### src/rtl/logic_gate_pkg.sv
// -----------------------------------------------------------------------------
// logic_gate_pkg
// Shared definitions for the pipelined bitwise gate block and its function
// sub-module.
//   OP_W  : width of the function-select code.
//   op_t  : the eight bitwise two-operand functions, OP_AND .. OP_PASSA.
// -----------------------------------------------------------------------------
package logic_gate_pkg;

    localparam int OP_W = 3;

    typedef enum logic [OP_W-1:0] {
        OP_AND   = 3'd0,
        OP_OR    = 3'd1,
        OP_XOR   = 3'd2,
        OP_NAND  = 3'd3,
        OP_NOR   = 3'd4,
        OP_XNOR  = 3'd5,
        OP_ANDN  = 3'd6,   // a & ~b
        OP_PASSA = 3'd7    // y = a
    } op_t;

endpackage : logic_gate_pkg

### src/rtl/logic_gate_fn.sv
// -----------------------------------------------------------------------------
// logic_gate_fn
// Purely combinational bitwise two-operand function unit.
//   a  [WIDTH]  operand A
//   b  [WIDTH]  operand B
//   op [OP_W]   function select (logic_gate_pkg::op_t encoding)
//   y  [WIDTH]  result
// Each op is reduced to a 4-entry truth table indexed by {a_bit, b_bit};
// every result bit is then a single lookup into that table.
// -----------------------------------------------------------------------------
module logic_gate_fn
    import logic_gate_pkg::*;
#(
    parameter int WIDTH = 8
) (
    input  logic [WIDTH-1:0] a,
    input  logic [WIDTH-1:0] b,
    input  logic [OP_W-1:0]  op,
    output logic [WIDTH-1:0] y
);

    // tt[{a,b}] : bit 3 = (1,1), bit 2 = (1,0), bit 1 = (0,1), bit 0 = (0,0)
    logic [3:0] tt;

    always_comb begin
        tt = 4'b0000;
        case (op_t'(op))
            OP_AND:   tt = 4'b1000;
            OP_OR:    tt = 4'b1110;
            OP_XOR:   tt = 4'b0110;
            OP_NAND:  tt = 4'b0111;
            OP_NOR:   tt = 4'b0001;
            OP_XNOR:  tt = 4'b1001;
            OP_ANDN:  tt = 4'b0100;
            OP_PASSA: tt = 4'b1100;
            default:  tt = 4'b0000;
        endcase
    end

    generate
        for (genvar gi = 0; gi < WIDTH; gi++) begin : g_bit
            assign y[gi] = tt[{a[gi], b[gi]}];
        end
    endgenerate

endmodule : logic_gate_fn

### src/rtl/logic_gate_pipe.sv
// -----------------------------------------------------------------------------
// logic_gate_pipe
// Two-stage valid/ready pipeline applying a bitwise function to two operands.
// S1 registers the operand beat, S2 registers the function result and flags.
//   clk        rising-edge clock
//   rst        synchronous active-high reset
//   in_valid   operand beat valid          in_ready   block accepts beat
//   a, b       operands [WIDTH]            op         function select [3]
//   out_valid  result beat valid           out_ready  consumer accepts result
//   o          result [WIDTH]              o_zero     o == 0
//   o_ones     o == all ones               o_op       op that produced o
//   res_count  saturating count of delivered results [CNT_W]
// -----------------------------------------------------------------------------
module logic_gate_pipe
    import logic_gate_pkg::*;
#(
    parameter int WIDTH = 8,
    parameter int CNT_W = 16
) (
    input  logic             clk,
    input  logic             rst,
    input  logic             in_valid,
    output logic             in_ready,
    input  logic [WIDTH-1:0] a,
    input  logic [WIDTH-1:0] b,
    input  logic [OP_W-1:0]  op,
    output logic             out_valid,
    input  logic             out_ready,
    output logic [WIDTH-1:0] o,
    output logic             o_zero,
    output logic             o_ones,
    output logic [OP_W-1:0]  o_op,
    output logic [CNT_W-1:0] res_count
);

    localparam logic [CNT_W-1:0] CNT_MAX = '1;

    // Stage 1: captured operands
    logic             s1_valid_q;
    logic [WIDTH-1:0] s1_a_q;
    logic [WIDTH-1:0] s1_b_q;
    logic [OP_W-1:0]  s1_op_q;

    // Stage 2: registered result
    logic             s2_valid_q;
    logic [WIDTH-1:0] o_q;
    logic             o_zero_q;
    logic             o_ones_q;
    logic [OP_W-1:0]  o_op_q;

    logic [CNT_W-1:0] cnt_q;
    logic [CNT_W-1:0] cnt_d;

    logic             s2_adv;
    logic             s1_adv;
    logic             out_fire;
    logic [WIDTH-1:0] fn_y;

    // An empty stage always advances, so bubbles collapse even when stalled.
    assign s2_adv   = !s2_valid_q || out_ready;
    assign s1_adv   = !s1_valid_q || s2_adv;
    assign in_ready = s1_adv;
    assign out_fire = s2_valid_q && out_ready;

    logic_gate_fn #(
        .WIDTH (WIDTH)
    ) u_fn (
        .a  (s1_a_q),
        .b  (s1_b_q),
        .op (s1_op_q),
        .y  (fn_y)
    );

    always_comb begin
        cnt_d = cnt_q;
        if (out_fire && (cnt_q != CNT_MAX)) begin
            cnt_d = cnt_q + CNT_W'(1);
        end
    end

    always_ff @(posedge clk) begin
        if (rst) begin
            s1_valid_q <= 1'b0;
            s1_a_q     <= '0;
            s1_b_q     <= '0;
            s1_op_q    <= '0;
            s2_valid_q <= 1'b0;
            o_q        <= '0;
            o_zero_q   <= 1'b1;
            o_ones_q   <= 1'b0;
            o_op_q     <= '0;
            cnt_q      <= '0;
        end else begin
            if (s1_adv) begin
                s1_valid_q <= in_valid;
                // Operands are only sampled on a real beat, so undriven
                // operands while idle never reach the result path.
                if (in_valid) begin
                    s1_a_q  <= a;
                    s1_b_q  <= b;
                    s1_op_q <= op;
                end
            end
            if (s2_adv) begin
                s2_valid_q <= s1_valid_q;
                if (s1_valid_q) begin
                    o_q      <= fn_y;
                    o_zero_q <= ~|fn_y;
                    o_ones_q <= &fn_y;
                    o_op_q   <= s1_op_q;
                end
            end
            cnt_q <= cnt_d;
        end
    end

    assign out_valid = s2_valid_q;
    assign o         = o_q;
    assign o_zero    = o_zero_q;
    assign o_ones    = o_ones_q;
    assign o_op      = o_op_q;
    assign res_count = cnt_q;

endmodule : logic_gate_pipe
### config.mk
export PLATFORM = sky130hd
export DESIGN_NAME = logic_gate_pipe
export DESIGN_NICKNAME = d
export VERILOG_FILES = /design/src/rtl/logic_gate_pkg.sv /design/src/rtl/logic_gate_fn.sv /design/src/rtl/logic_gate_pipe.sv
export SDC_FILE = /design/constraint.sdc
export NUM_CORES = 1
export LEC_CHECK = 0
export ABC_AREA = 0
export CORE_UTILIZATION = 30
export DETAILED_ROUTE_END_ITERATION = 12
export PLACE_DENSITY = 0.56
export SLEW_MARGIN = 25
export SYNTH_ARGS = -nofsm -noshare
export SYNTH_HDL_FRONTEND = slang
export SYNTH_HIERARCHICAL = 1
export SYNTH_SLANG_ARGS = --single-unit
### constraint.sdc
create_clock -name clk -period 1.6 [get_ports clk]
set_input_delay 0.24 -clock clk [delete_from_list [all_inputs] [get_ports clk]]
set_output_delay 0.24 -clock clk [all_outputs]
set_load 0.01 [all_outputs]
# Word level (Yosys, flattened, before mapping)
# Memories as Yosys holds them, arrays and structs flattened. A register that Yosys moved wholly into a read port is not among the register bits.
# Cells that the tools add are included.
word_totals:
  reg_bits: 50
  inputBits: 23
  romBits: 32
  n_memories: 1
op_classes:
  mux: 18
  magnitude_cmp: 8
  n_reduce_logical: 11
  n_addsub: 1
  eq_ne: 1
memory_table:
  columns: ["memory", "words", "width", "read_ports", "rd_clocked_by_memory_dff", "wr", "line_no", "rtl"]
  rows:
  - ["(name not given)", 8, 4, 1, 1, 0, "logic_gate_fn.sv:27", "case (op_t'(op))"]
op_table:
  columns: ["op", "n"]
  rows:
  - ["< comparator 2 x 3 -> 1 bit (second input constant)", 8]
  - ["adder 16 x 1 -> 16 bit (second input constant)", 1]
  - ["binary-select mux 1 bit (select 2 bit)", 8]
  - ["!= test 16 bit (second input constant)", 1]
  - ["two-way mux 1 bit", 8]
  - ["AND reduction 8 bit", 1]
  - ["OR reduction 8 bit", 1]
  - ["two-way mux 3 bit", 2]
  - ["AND reduction 2 bit", 2]
  - ["zero test 1 bit", 3]
  - ["logical AND 1 bit", 2]
  - ["logical OR 1 bit", 2]

# Depth between registers and ports, before layout
logic_depth:
  word_depth: 6
  depth_mapped: 8
  ltp_nobuf: 6

# By module
# The synthesis kept the hierarchy.
by_module_without_submodules:
  columns: ["mod", "cells_each", "area_each_um2", "n_inst"]
  rows:
  - ["logic_gate_pipe", 247, 2067.0, 1]
  - ["logic_gate_fn", 72, 490.5, 1]

# Least setup slack after synthesis
# OpenSTA, ideal clock, no wires.
synth_path:
  kind: "register to register"
  startpoint: "reg s1_op_q[1] (netlist name)"
  endpoint: "reg o_ones_q, in the netlist o_ones"
  path_stages_with_launch: 8
  setup_slack_ns: -0.031
  t_required_ns: 1.530
  synth_period_minus_slack_ns: 1.631
  arrival_time_ns: 1.560
  cell_sequence: "dfxtp_1 buf_6 buf_2 o311ai_1 a22o_1 nand4_1 or3_1 a21oi_1"
synth_lines:
  columns: ["item", "line_no", "rtl"]
  rows:
  - ["end signal: assignment", "logic_gate_pipe.sv:109", "o_ones_q <= &fn_y;"]
  - ["end: declaration", "logic_gate_pipe.sv:48", "logic o_ones_q;"]

==> metrics list <==
* RD Place Congestion: between 0.8 and 0.9
- For this design, the CTS-stage hold fixing added 0 buffers.
* EDFF count, synth: 0
* Final critical-path setup slack: -0.0889 ns
- At the later pin of the worst-skew pair, clock insertion delay measures approximately 0.30 ns.
- Area growth syn-to-layout: 50.9%
* Tot Pwr: around 0.0025 W
- Required time at the endpoint of the critical path: 1.83 ns
* Depth of the worst hold-timing path: 2
* Leakage component of the power: roughly 1.5 nW
- Number of distinct library cells after synthesis: 50
- Die area: a little under 0.009 mm2
* Crit path DAT: roughly 1.9 ns
* Outcome: finished with violations
- between 50 and 60 I/O pins were placed.
- The cell area that synthesis handed to floorplanning was around 0.0026 mm2.
- The final count of pins violating max slew is 0.
- The repair_antennas step left the layout with diodes totalling 0.
- FFs w/ async S/R, synth: 0%
- The clock network burns between 20% and 30% of the power.
* Internal power: 0.00185 W
- Power spread over the standard cell area amounts to 655 mW/mm2.
* Period utilisation layout: 106%
- Number of placement rows: 33
- Clock root cell: clkbuf_8
- Slew @ Worst Pin: between 0.4 and 0.5 ns
- After clock tree synthesis, the clock-pin slew on the worst setup and hold paths is 0.09 ns.
- Final setup violating endpoints: 3
- Sequential power share: a little over half
- Number of optimization iterations in the first detailed-route pass: 4
- The tightest min-delay check is of the primary input to flip-flop type.
* Total number of vias: between 2k and 3k
* Depth of the worst register-to-register path: 6
* Routed wire length: roughly 7 mm
- Starting Density: a little under a third
* Maximum number of pins on one net before global-route repair: 23
- The smallest clock period supported by the final layout is computed as roughly 1.7 ns.
- The checks that failed: setup timing.
* Global-route wire length before repair: about 12 mm
- Overall fraction of global-route tracks in use: ~17%
* Clock buffers created by TritonCTS: 5
- Die boundary width: around 94 um
- Measured along the y axis, the die boundary spans between 90 and 100 um.
- Dividing the detail-routed wire length by the instance count gives 13.5 um.
* Worst IR Drop VDD: between 0.2 and 0.3 mV
* Sinks on the clock net: 50
- In this run the tool buffered the top-level ports with 53 buffer cells.
- Flip-flop and latch count after synthesis: 50
- Most frequently used flop master after synthesis: dfxtp_1
- HPWL Detailed: a little over 5 mm
* Syn. warnings: 6
- The clock tree synthesis step divided the H-tree into 2 levels.
* Post-DR vias/cell: 5.03
- Clock tree buffer depth: 2
- On the final layout, the worst clock skew is around 0.013 ns.
- The count of nets left with antenna violations once routing finished came out at 0.
* Number of max-cap violations: 0
- Peak fanout along the critical path: 8
* Comb pwr share: a little under a fifth
- Count of mapped cells out of synthesis: 319
- Of the synthesized area, sequential elements account for 39.1%.
- Of the cells placed in the final design, the portion with a size suffix greater than 1 is between 20% and 30%.
- Average cell area after synthesis: 8.02 um2
* Worst Path Class, Setup: flip-flop to flip-flop
* Core Box Area: 0.00822 mm2
* Number of antenna violations at the first check in global routing: 0
* Net load switching power: roughly 0.00067 W
- The number of hold violations in the final report is 0.
- Slew Limit Headroom: between 60 and 70%
- Area of all placed cells without fillers: approximately 0.0039 mm2
- Static timing analysis puts the maximum clock frequency at around 0.59 GHz.
- The worst setup path is captured at a flip-flop.
- Once placement finished, the instance area stood at 0.00349 mm2.
* Crit path launch type: flip-flop
- Setup repair after global routing could not meet its margin everywhere.
- Summed over all layers, the global routing overflow is 0.
- Number of global-route vias before repair: ~2.5k
* Switching power share of the total: 26.7%
- CTS tree: yes
- DRC errors left: 0
- Nets: 440
- Counting every net in the synthesized netlist gives 343.
* Detailed router's first-iteration violation count: 80
[cells by family after synthesis]
kind of cell    Yosys count  synth area share, %
buf+inv                  22                 4.50
flops                    50                 39.1
compound gates           96                 25.1
simple gates            139                 26.5
xor+xnor                  2                0.685
mux                       9                 3.62
fa+ha+maj                 1                0.489
[worst max-delay path: stages, from the launching register on]
cell     delay (ns)
dfxtp_4        0.39
or2_4          0.30
a21oi_1        0.14
a221o_1        0.20
nand4_1        0.10
or3_4          0.38
a21oi_2        0.11
[sequential cells by signal (all words and copies together) (netlist names)]
name	flops
s1_valid_q	1
o_zero	1
s1_b_q	8
o_ones	1
o	8
res_count	16
s1_op_q	3
out_valid	1
o_op	3
s1_a_q	8
[power groups by stage]
stage | Clock, W | Sequential, W | Combinational [W]
floorplan | 0 | 0.00136 | 0.000216
global placement | 0 | 0.00136 | 0.000397
detailed placement | 0 | 0.00137 | 0.000403
CTS | 0.000744 | 0.00134 | 0.000457
global route | 0.000793 | 0.00136 | 0.000523
finish | 0.000704 | 0.00135 | 0.000475
[metrics by stage]
| step | setup slack [ns] | instances | util, % | setup TNS (ns) | hold slack (ns) |
|---|---|---|---|---|---|
| final | -0.0889 | 521 | 47.0 | -0.166 | 0.284 |
| after global routing | -0.143 | 521 | 47.0 | -0.520 | 0.295 |
| after CTS | -0.0914 | 521 | 45.5 | -0.185 | 0.274 |
| after detailed placement | -0.325 | 506 | 42.5 | -5.38 | 0.451 |
| after global placement | -0.290 | 506 | 42.5 | -4.54 | 0.447 |
| after floorplan | -0.00373 | 319 | - | -0.00373 | 0.376 |
[synthesized netlist by cell type, drive strengths merged (3+ instances only)]
cell type	number	area share, %
nand3	14	2.7
o31ai	8	2.3
and4	3	1.1
buf	9	2.6
nand4	7	2.8
nor2	9	1.3
mux2i	7	2.7
o41ai	5	2.4
dfxtp	50	39
o21bai	6	2.2
nor2b	4	0.98
inv	5	0.73
o21ai	10	2.0
o311ai	4	1.4
nor3	3	0.59
clkbuf	8	1.2
a221o	6	2.3
nand2	80	12
nor4	4	1.2
a21oi	47	9.3
or3	6	1.5
and2	3	0.78
[repair_timing]
action,4_1_cts,5_1_grt
setup buffers,8,0
pin swaps,19,20
gates resized for setup,38,32
endpoints found under the setup margin,12,24
[cell type report]
| cell class | instances | area (um2) |
|---|---|---|
| clock buffer | 7 | 76.3 |
| fill | 804 | 4360 |
| timing repair buffer | 107 | 990 |
| multi-input combinational | 247 | 1620 |
| sequential | 50 | 1030 |
| tap | 105 | 131 |
| inverter | 5 | 18.8 |
[worst paths after layout]
path                   start             to  slack [ns]
setup reg to reg  s1_op_q[1]         o_ones       -0.09
hold / removal           rst  res_count[11]        0.28
setup / recovery  s1_op_q[1]         o_ones       -0.09
hold reg to reg         o[7]           o[7]        0.46
[layout by cell type, fill, tap and decap left out, drive strengths merged, types with 3 or more instances in the layout]
cell,Yosys,final
mux2i,7,7
and4,3,3
nand2,80,80
o41ai,5,5
or3,6,6
o21ai,10,10
and2,3,3
a21oi,47,47
o21bai,6,6
nor2b,4,4
dlymetal6s2s,0,6
clkbuf,8,7
nand4,7,7
clkdlybuf4s50,0,43
dfxtp,50,50
nor2,9,9
o31ai,8,8
nor4,4,4
buf,9,55
a221o,6,6
o311ai,4,4
inv,5,5
dlygate4sd2,0,3
nand3,14,14
nor3,3,3
[per-layer routing]
layer  wire length [um]  vias up  GRT usage (%)
li1                   -     1352              -
met1               3410     1212           22.9
met2               3260       48           27.4
met3                289        7           2.82
met4                 75        0           5.26
met5                  0        -              0
(Power assumes the default switching activity.)
